**config.mk**
```make
export PLATFORM = sky130hd
export DESIGN_NAME = instr_fetch
export DESIGN_NICKNAME = d
export VERILOG_FILES = /design/src/rtl/rv32_pkg.sv /design/src/rtl/sync_fifo.sv /design/src/rtl/instr_fetch.sv
export SDC_FILE = /design/constraint.sdc
export NUM_CORES = 1
export LEC_CHECK = 0
export ABC_CLOCK_PERIOD_IN_PS = 5100
export CAP_MARGIN = 10
export CORE_ASPECT_RATIO = 0.6
export CORE_MARGIN = 2
export CORE_UTILIZATION = 32
export CTS_CLUSTER_DIAMETER = 50
export DETAILED_ROUTE_END_ITERATION = 10
export PLACE_DENSITY = 0.56
export SYNTH_ARGS = -nofsm -noshare
export SYNTH_HDL_FRONTEND = slang
export SYNTH_SLANG_ARGS = --single-unit
```
**constraint.sdc**
```tcl
create_clock -name clk -period 5.1 [get_ports clk]
set_input_delay 1.275 -clock clk [delete_from_list [all_inputs] [get_ports clk]]
set_output_delay 1.275 -clock clk [all_outputs]
set_load 0.01 [all_outputs]
```
**src/rtl/rv32_pkg.sv**
```systemverilog
// Shared RV32I definitions for the fetch stage: data width, canonical NOP
// and the fetch control states.
package rv32_pkg;

    localparam int XLEN = 32;
    localparam logic [XLEN-1:0] NOP_INSTR = 32'h0000_0013;

    typedef enum logic [1:0] {
        RUN   = 2'd0,
        FAULT = 2'd1,
        HALT  = 2'd2
    } fetch_state_t;

    // JALR targets have bit 0 forced to zero before use.
    function automatic logic [XLEN-1:0] clearBit0(input logic [XLEN-1:0] addr);
        return {addr[XLEN-1:1], 1'b0};
    endfunction

endpackage

```
**src/rtl/sync_fifo.sv**
```systemverilog
// Small synchronous FIFO with push, pop, flush and an occupancy count.
// The head entry is presented combinationally on head_o.
module sync_fifo #(
    parameter int WIDTH = 32,
    parameter int DEPTH = 2
) (
    input  logic                         clk,
    input  logic                         rst_n,
    input  logic                         push_i,
    input  logic [WIDTH-1:0]             push_data_i,
    input  logic                         pop_i,
    input  logic                         flush_i,
    output logic [WIDTH-1:0]             head_o,
    output logic [$clog2(DEPTH+1)-1:0]   count_o
);

    localparam int PW = (DEPTH > 1) ? $clog2(DEPTH) : 1;
    localparam int CW = $clog2(DEPTH + 1);

    logic [WIDTH-1:0] mem_q [DEPTH];
    logic [PW-1:0]    rdPtr_q;
    logic [PW-1:0]    wrPtr_q;
    logic [CW-1:0]    count_q;
    logic             doPush;
    logic             doPop;

    function automatic logic [PW-1:0] nextPtr(input logic [PW-1:0] p);
        if (p == PW'(DEPTH - 1)) begin
            return '0;
        end
        return p + PW'(1);
    endfunction

    assign doPop   = pop_i & (count_q != '0);
    assign doPush  = push_i & ((count_q != CW'(DEPTH)) | doPop);
    assign head_o  = mem_q[rdPtr_q];
    assign count_o = count_q;

    // Storage, pointers and count; flush empties the queue in one cycle.
    always_ff @(posedge clk or negedge rst_n) begin
        if (!rst_n) begin
            rdPtr_q <= '0;
            wrPtr_q <= '0;
            count_q <= '0;
            for (int i = 0; i < DEPTH; i++) begin
                mem_q[i] <= '0;
            end
        end else if (flush_i) begin
            rdPtr_q <= '0;
            wrPtr_q <= '0;
            count_q <= '0;
        end else begin
            if (doPush) begin
                mem_q[wrPtr_q] <= push_data_i;
                wrPtr_q        <= nextPtr(wrPtr_q);
            end
            if (doPop) begin
                rdPtr_q <= nextPtr(rdPtr_q);
            end
            if (doPush && !doPop) begin
                count_q <= count_q + CW'(1);
            end else if (doPop && !doPush) begin
                count_q <= count_q - CW'(1);
            end
        end
    end

endmodule

```
**src/rtl/instr_fetch.sv**
```systemverilog
// RV32I fetch stage: owns the PC, issues in-order imem requests under a
// credit limit, buffers returned words for decode and restarts fetch on
// execute redirects, discarding wrong-path responses still in flight.
module instr_fetch
    import rv32_pkg::*;
#(
    parameter logic [XLEN-1:0] RESET_PC   = 32'h0000_0000,
    parameter int              FIFO_DEPTH = 2
) (
    input  logic            clk,
    input  logic            rst_n,
    input  logic            redirect_valid,
    input  logic [XLEN-1:0] redirect_pc,
    output logic            imem_req_valid,
    input  logic            imem_req_ready,
    output logic [XLEN-1:0] imem_req_addr,
    input  logic            imem_rsp_valid,
    input  logic [XLEN-1:0] imem_rsp_data,
    output logic            if_valid,
    input  logic            if_ready,
    output logic [XLEN-1:0] if_instr,
    output logic [XLEN-1:0] if_pc,
    output logic            if_misaligned
);

    localparam int CW = $clog2(FIFO_DEPTH + 1);
    localparam logic [CW:0] DepthL = (CW + 1)'(FIFO_DEPTH);

    fetch_state_t      state_q, state_d;
    logic [XLEN-1:0]   pc_q, pc_d;
    logic [XLEN-1:0]   faultPc_q, faultPc_d;
    logic [CW-1:0]     dropCnt_q, dropCnt_d;

    logic [CW-1:0]     outstanding;
    logic [CW-1:0]     bufCount;
    logic [XLEN-1:0]   rspPc;
    logic [2*XLEN-1:0] bufHead;
    logic [XLEN-1:0]   target;
    logic              creditOk;
    logic              reqFire;
    logic              dropRsp;
    logic              bufPush;
    logic              bufPop;

    assign target   = clearBit0(redirect_pc);
    assign creditOk = ({1'b0, outstanding} + {1'b0, bufCount}) < DepthL;
    assign reqFire  = imem_req_valid & imem_req_ready;
    assign dropRsp  = imem_rsp_valid & (redirect_valid | (dropCnt_q != '0));
    assign bufPush  = imem_rsp_valid & ~dropRsp;
    assign bufPop   = if_valid & if_ready & (state_q == RUN);
    assign imem_req_addr = pc_q;

    // PCs of requests in flight, popped as responses return in order.
    sync_fifo #(.WIDTH(XLEN), .DEPTH(FIFO_DEPTH)) u_pcQueue (
        .clk         (clk),
        .rst_n       (rst_n),
        .push_i      (reqFire),
        .push_data_i (pc_q),
        .pop_i       (imem_rsp_valid),
        .flush_i     (1'b0),
        .head_o      (rspPc),
        .count_o     (outstanding)
    );

    // {pc, instr} pairs waiting for decode; wiped on every redirect.
    sync_fifo #(.WIDTH(2 * XLEN), .DEPTH(FIFO_DEPTH)) u_instrBuf (
        .clk         (clk),
        .rst_n       (rst_n),
        .push_i      (bufPush),
        .push_data_i ({rspPc, imem_rsp_data}),
        .pop_i       (bufPop),
        .flush_i     (redirect_valid),
        .head_o      (bufHead),
        .count_o     (bufCount)
    );

    // Control state registers.
    always_ff @(posedge clk or negedge rst_n) begin
        if (!rst_n) begin
            state_q   <= RUN;
            pc_q      <= RESET_PC;
            faultPc_q <= '0;
            dropCnt_q <= '0;
        end else begin
            state_q   <= state_d;
            pc_q      <= pc_d;
            faultPc_q <= faultPc_d;
            dropCnt_q <= dropCnt_d;
        end
    end

    // Next-state and decode-side outputs; requests are held low while in
    // reset so every output reads zero until rst_n is released.
    always_comb begin
        state_d        = state_q;
        pc_d           = pc_q;
        faultPc_d      = faultPc_q;
        dropCnt_d      = dropCnt_q;
        imem_req_valid = rst_n & (state_q == RUN) & ~redirect_valid & creditOk;
        if_valid       = 1'b0;
        if_pc          = '0;
        if_instr       = '0;
        if_misaligned  = 1'b0;

        case (state_q)
            RUN: begin
                if_valid = (bufCount != '0) & ~redirect_valid;
                if (if_valid) begin
                    if_pc    = bufHead[2*XLEN-1:XLEN];
                    if_instr = bufHead[XLEN-1:0];
                end
            end
            FAULT: begin
                if_valid = ~redirect_valid;
                if (if_valid) begin
                    if_pc         = faultPc_q;
                    if_instr      = NOP_INSTR;
                    if_misaligned = 1'b1;
                end
                if (if_ready && !redirect_valid) begin
                    state_d = HALT;
                end
            end
            default: begin
                if_valid = 1'b0;
            end
        endcase

        if (reqFire) begin
            pc_d = pc_q + 32'd4;
        end
        if (imem_rsp_valid && dropCnt_q != '0) begin
            dropCnt_d = dropCnt_q - CW'(1);
        end

        if (redirect_valid) begin
            dropCnt_d = outstanding - CW'(imem_rsp_valid);
            if (target[1]) begin
                state_d   = FAULT;
                faultPc_d = target;
            end else begin
                state_d = RUN;
                pc_d    = target;
            end
        end
    end

endmodule

```
# Word level (Yosys, flattened, before mapping)
# Cells that the tools add are included.
[classes] add_sub_neg=12 n_lt_le_gt_ge=7 n_eq_ne=3 n_mux=57 n_bitwise=22 n_reduce_logical=27
[op_table] op="$mux 32" count=10
[op_table] op="$mux 64" count=4
[op_table] op="$bwmux 128" count=1
[op_table] op="$pmux 32 s2" count=2
[op_table] op="$bwmux 64" count=1
[op_table] op="$demux 64 s1" count=1
[op_table] op="$add 32x3->32 const B" count=1
[op_table] op="$demux 32 s1" count=1
[op_table] op="$mux 1" count=25
[op_table] op="$mux 2" count=10
[op_table] op="$reduce_bool 2->1" count=9
[op_table] op="$and 1x1->1" count=13
[op_table] op="$ge 2x2->1 const B" count=4
[op_table] op="$logic_and 1x1->1" count=8
[op_table] op="$not 1->2" count=4
[op_table] op="$reduce_and 2->1" count=3
[op_table] op="$sub 2x1->2 const B" count=3
[op_table] op="$logic_not 1->1" count=5
[op_table] op="$mux 5" count=1
[op_table] op="$add 1x1->1 const B" count=4
[op_table] op="$add 2x1->2 const B" count=2
[op_table] op="$lt 2x1->1 const B" count=2
[op_table] op="$ne 2x2->1 const B" count=2
[op_table] op="$add 2x2->3" count=1
[op_table] op="other kinds (8)" count=11
[totals] reg_bits=267 inputBits=70 output_inout_bits=99 word_cells=142

# Longest topological paths before layout
[logic_depth] word_depth=13 ltp_mapped=9 depth_no_buf=8

# Cells and area by module
# From an unflattened synthesis, not the netlist that was laid out.
[unflattened] cells_unflattened=940 area_unflattened_um2=12754.7
[modules_own_cells] module="sync_fifo (u_instrBuf)" n_inst=1 cells_each=365 area_each_um2=5913.2
[modules_own_cells] module="instr_fetch" n_inst=1 cells_each=379 area_each_um2=3716.1
[modules_own_cells] module="sync_fifo (u_pcQueue)" n_inst=1 cells_each=196 area_each_um2=3125.5

# Worst setup path before layout
# Ideal clock, no wire load.
[synth_path] path_kind="in2out" startpoint="input port redirect_valid" endpoint="output port if_instr[0]" arrival_ns=2.297 required_time_ns=3.825 slack_ns=1.528 stages=5 path_cell_list="buf_6 nor3_1 o21ai_1 clkbuf_1 o21ai_0"
[synth_via] elab_chain_len=4 word_cells_on_any_way=5 classes_between="mux (3); bitwise (2)"
[synth_lines] element="from (decl)" line_no="instr_fetch.sv:12" source="input logic redirect_valid,"
[synth_lines] element="$not 1->1 (no source line)"
[synth_lines] element="$and 1x1->1" line_no="instr_fetch.sv:107" source="if_valid = (bufCount != '0) & ~redirect_valid;"
[synth_lines] element="$mux 32" line_no="instr_fetch.sv:108" source="if (if_valid) begin"
[synth_lines] element="$pmux 32 s2 *" line_no="instr_fetch.sv:105" source="case (state_q)"
[synth_lines] element="to (decl)" line_no="instr_fetch.sv:21" source="output logic [XLEN-1:0] if_instr,"
# Every way passes the cells marked *; elsewhere a longest branch is shown, timed or not.

# Worst setup path in the final report
[layout_path] startpoint="input port redirect_valid" endpoint="output port if_pc[5]"
[layout_via] elab_chain_len=4 word_cells_on_any_way=5 classes_between="mux (3); bitwise (2)"
[layout_lines] element="$not 1->1 (no source line)"
[layout_lines] element="$and 1x1->1" line_no="instr_fetch.sv:107"
[layout_lines] element="$mux 32" line_no="instr_fetch.sv:108"
[layout_lines] element="$pmux 32 s2 *" line_no="instr_fetch.sv:105"
[layout_lines] element="to (decl)" line_no="instr_fetch.sv:22" source="output logic [XLEN-1:0] if_pc,"
# Marked as above.

==> flow_summary.yaml <==
run_status:
  status: "finished, final reports clean"
power_and_ir_drop:
  leakage_nw: 6.16
  irDropWorstVdd_mv: 0.304
  clockPowerShare: 0.293
  pwr-share-seq: 0.463
  p_int_mw: 4.84
  power_mw: 6.85
  swShare: 0.293
  p_per_area_nw_per_um2: 459
  p_comb_frac: 0.243
  p_sw_mw: 2.01
timing:
  clock_skew_ps: 27.8
  hold_violations: 0
  finalCritPeriodShare: 0.959
  setup_tns_ps: 0
  worst_pin_slew_ps: 1050
  period_minus_slack_ps: 4890
  fmax_mhz: 205
  max_slew_margin: 0.297
  setup_viol: 0
  rsz0062_at_grt: "false"
  drv_slew: 0
critical_path:
  cp_max_fo: 18
  critPathCaptureType: "output port"
  r2r_setup_slack_ps: 1920
  rr_startpoint: "u_instrBuf.count_o[0]"
  criticalPathCategory: "input port to output port"
  critPathArrivalTime_ps: 3610
  reg2reg_depth: 6
  cp-start-kind: "input port"
  timing.rr.end: "imem_req_addr[11]"
  worstPathRequired_ps: 3830
floorplanning:
  fp.dieArea_um2: 38700
  design.portCount: 169
  fp.dieH_um: 153
  rows: 54
  die_width_um: 253
  initial_core_util: 0.326
  core-area_um2: 36400
clocking:
  cts_buffer_depth: 3
  clockRootBuffer: "clkbuf_16"
  cts_setup_buffers: 0
  h-tree-depth: 1
  post_cts_resized: 0
  path_clk_slew_ps: 60
  cts_sinks: 257
  cts_buffers: 27
  cts_tree: "yes"
  hold_buffers: 0
  clk_latency_ps: 550
worst_hold_path:
  hp-start: "faultPc_q[1]"
  hold_depth: 1
  holdPathEnd: "faultPc_q[1]"
  min_path_type: "flop to flop"
finish:
  drive_gt1_frac: 0.193
  antennaDiodeCount: 0
  nNetsFinal: 1259
  multi_input_area_um2: 5100
  nFillCells: 3454
  seq_area_um2: 6440
  area_growth_pct: 25.7
synthesis:
  synth-seq-area-share: 0.542
  synthTopCellsByCount: "dfrtp_1, mux2_2, mux2i_1, nor2_1, nand2_1"
  synth_top_area_cell: "dfrtp_1"
  synth_area_per_cell_um2: 11.4
  yosysWarnings: 0
  post-synth-top-count-cell: "dfrtp_1"
  synthTopCellsByArea: "dfrtp_1, mux2_2, mux2i_1, o21ai_0, nor2_1"
  ys.flop_type: "dfrtp_1"
  synth_edf_count: 0
  synth_cell_types: 47
  syn_inst: 1045
  synth_top_cell_area_share: 0.542
  async_flop_share: 1.00
  ys_ff_latch: 257
  synth_area_um2: 11900
grt:
  grt_max_degree: 85
  antenna_found_initial: 0
  grt-ovfl-total: 0
  grt_pass1_vias: 8520
  grt_usage: 0.167
  grt_pass1_wl_mm: 50.7
routing:
  drt_iter0_markers: 539
  drc: 0
  routed_wl_mm: 32.1
  dr_total_vias: 8432
  ant_nets: 0
  routedWlPerCell_um: 19.1
  viasPerCell: 5.02
  firstDrtPassIters: 5
placed_design:
  portBuffers: 164
  gp_congestion: 0.749
  dp_hpwl_mm: 21.2
run:
  drv_cap: 0
## worst max path at each step
stage                    from          end  depth (start not counted)
2_1_floorplan  redirect_valid  if_instr[0]                          5
3_3_place_gp   redirect_valid     if_pc[5]                          6
3_5_place_dp   redirect_valid     if_pc[5]                          6
4_1_cts        redirect_valid     if_pc[5]                          6
5_1_grt        redirect_valid     if_pc[5]                          6
6_report       redirect_valid     if_pc[5]                          6
## kinds of logic after synthesis
family                   after synthesis  share of synthesized area
AO/OA/AOI/OAI                        163                     0.0786
buffers and inverters                 90                     0.0329
other                                  1                   0.000316
XOR/XNOR                              15                     0.0111
flip-flops                           257                      0.542
adder cells (fa/ha/maj)                5                    0.00590
multiplexers                         247                      0.224
AND/OR/NAND/NOR                      267                      0.105
## layer usage
metal	vias to the layer above	wire length [µm]	global-route usage
li1	3997	-	-
met1	4246	16500	0.255
met2	144	13800	0.247
met3	45	1140	0.0283
met4	0	702	0.0355
met5	-	0	0
## critical path, cell delays in order
cell	delay, ps
clkdlybuf4s50_1	450
nor3_1	380
o21ai_4	300
buf_4	280
o21ai_0	310
clkdlybuf4s50_1	620
## power groups by stage
stage	combinational, mW	sequential [mW]	clock (mW)
2_1_floorplan	1.21	3.08	0
3_3_place_gp	1.65	3.18	0
3_5_place_dp	1.69	3.21	0
4_1_cts	1.69	3.17	2.06
5_1_grt	1.86	3.27	2.14
6_report	1.66	3.17	2.01
## flip-flops by register name, indices dropped and copies added (netlist names)
register / cells
state_q: 2
faultPc_q: 31
u_pcQueue.mem_q: 60
imem_req_addr: 30
u_instrBuf.rdPtr_q: 1
u_pcQueue.count_o: 2
u_instrBuf.wrPtr_q: 1
dropCnt_q: 2
u_instrBuf.count_o: 2
u_pcQueue.rdPtr_q: 1
u_pcQueue.wrPtr_q: 1
u_instrBuf.mem_q: 124
## final cells by class
class,count,share of cell area
Clock inverter,6,0.00436
Timing Repair Buffer,184,0.123
Clock buffer,43,0.0567
Tap cell,476,0.0399
Inverter,14,0.00352
Sequential cell,257,0.431
Multi-Input combinational cell,700,0.341
## metrics by stage
step                utilization  cells  setup WS [ps]  area, µm²  hold slack, ps
global placement          0.385   1631            224      14000             450
floorplan                     -   1047           1530      11900             426
CTS                       0.410   1680            190      14900             475
global route              0.410   1680            112      14900             497
finish                    0.410   1680            210      14900             474
detailed placement        0.385   1631            190      14000             450
## cell usage in the layout, fill, tap and decap left out, drive strengths merged, types with 7 or more instances in the layout
cell type        n
dfrtp          257
clkdlybuf4s50  163
mux2           153
mux2i           94
nor2            90
nand2           87
o21ai           77
clkbuf          43
a21oi           38
buf             21
a31oi           19
nand4           16
inv             15
or4             15
o31ai           13
xnor2           12
nand3           11
nor4             9
or3              8
nor3             7
and3             7
o211ai           7
Note: power is estimated with default switching activity, not from simulation.
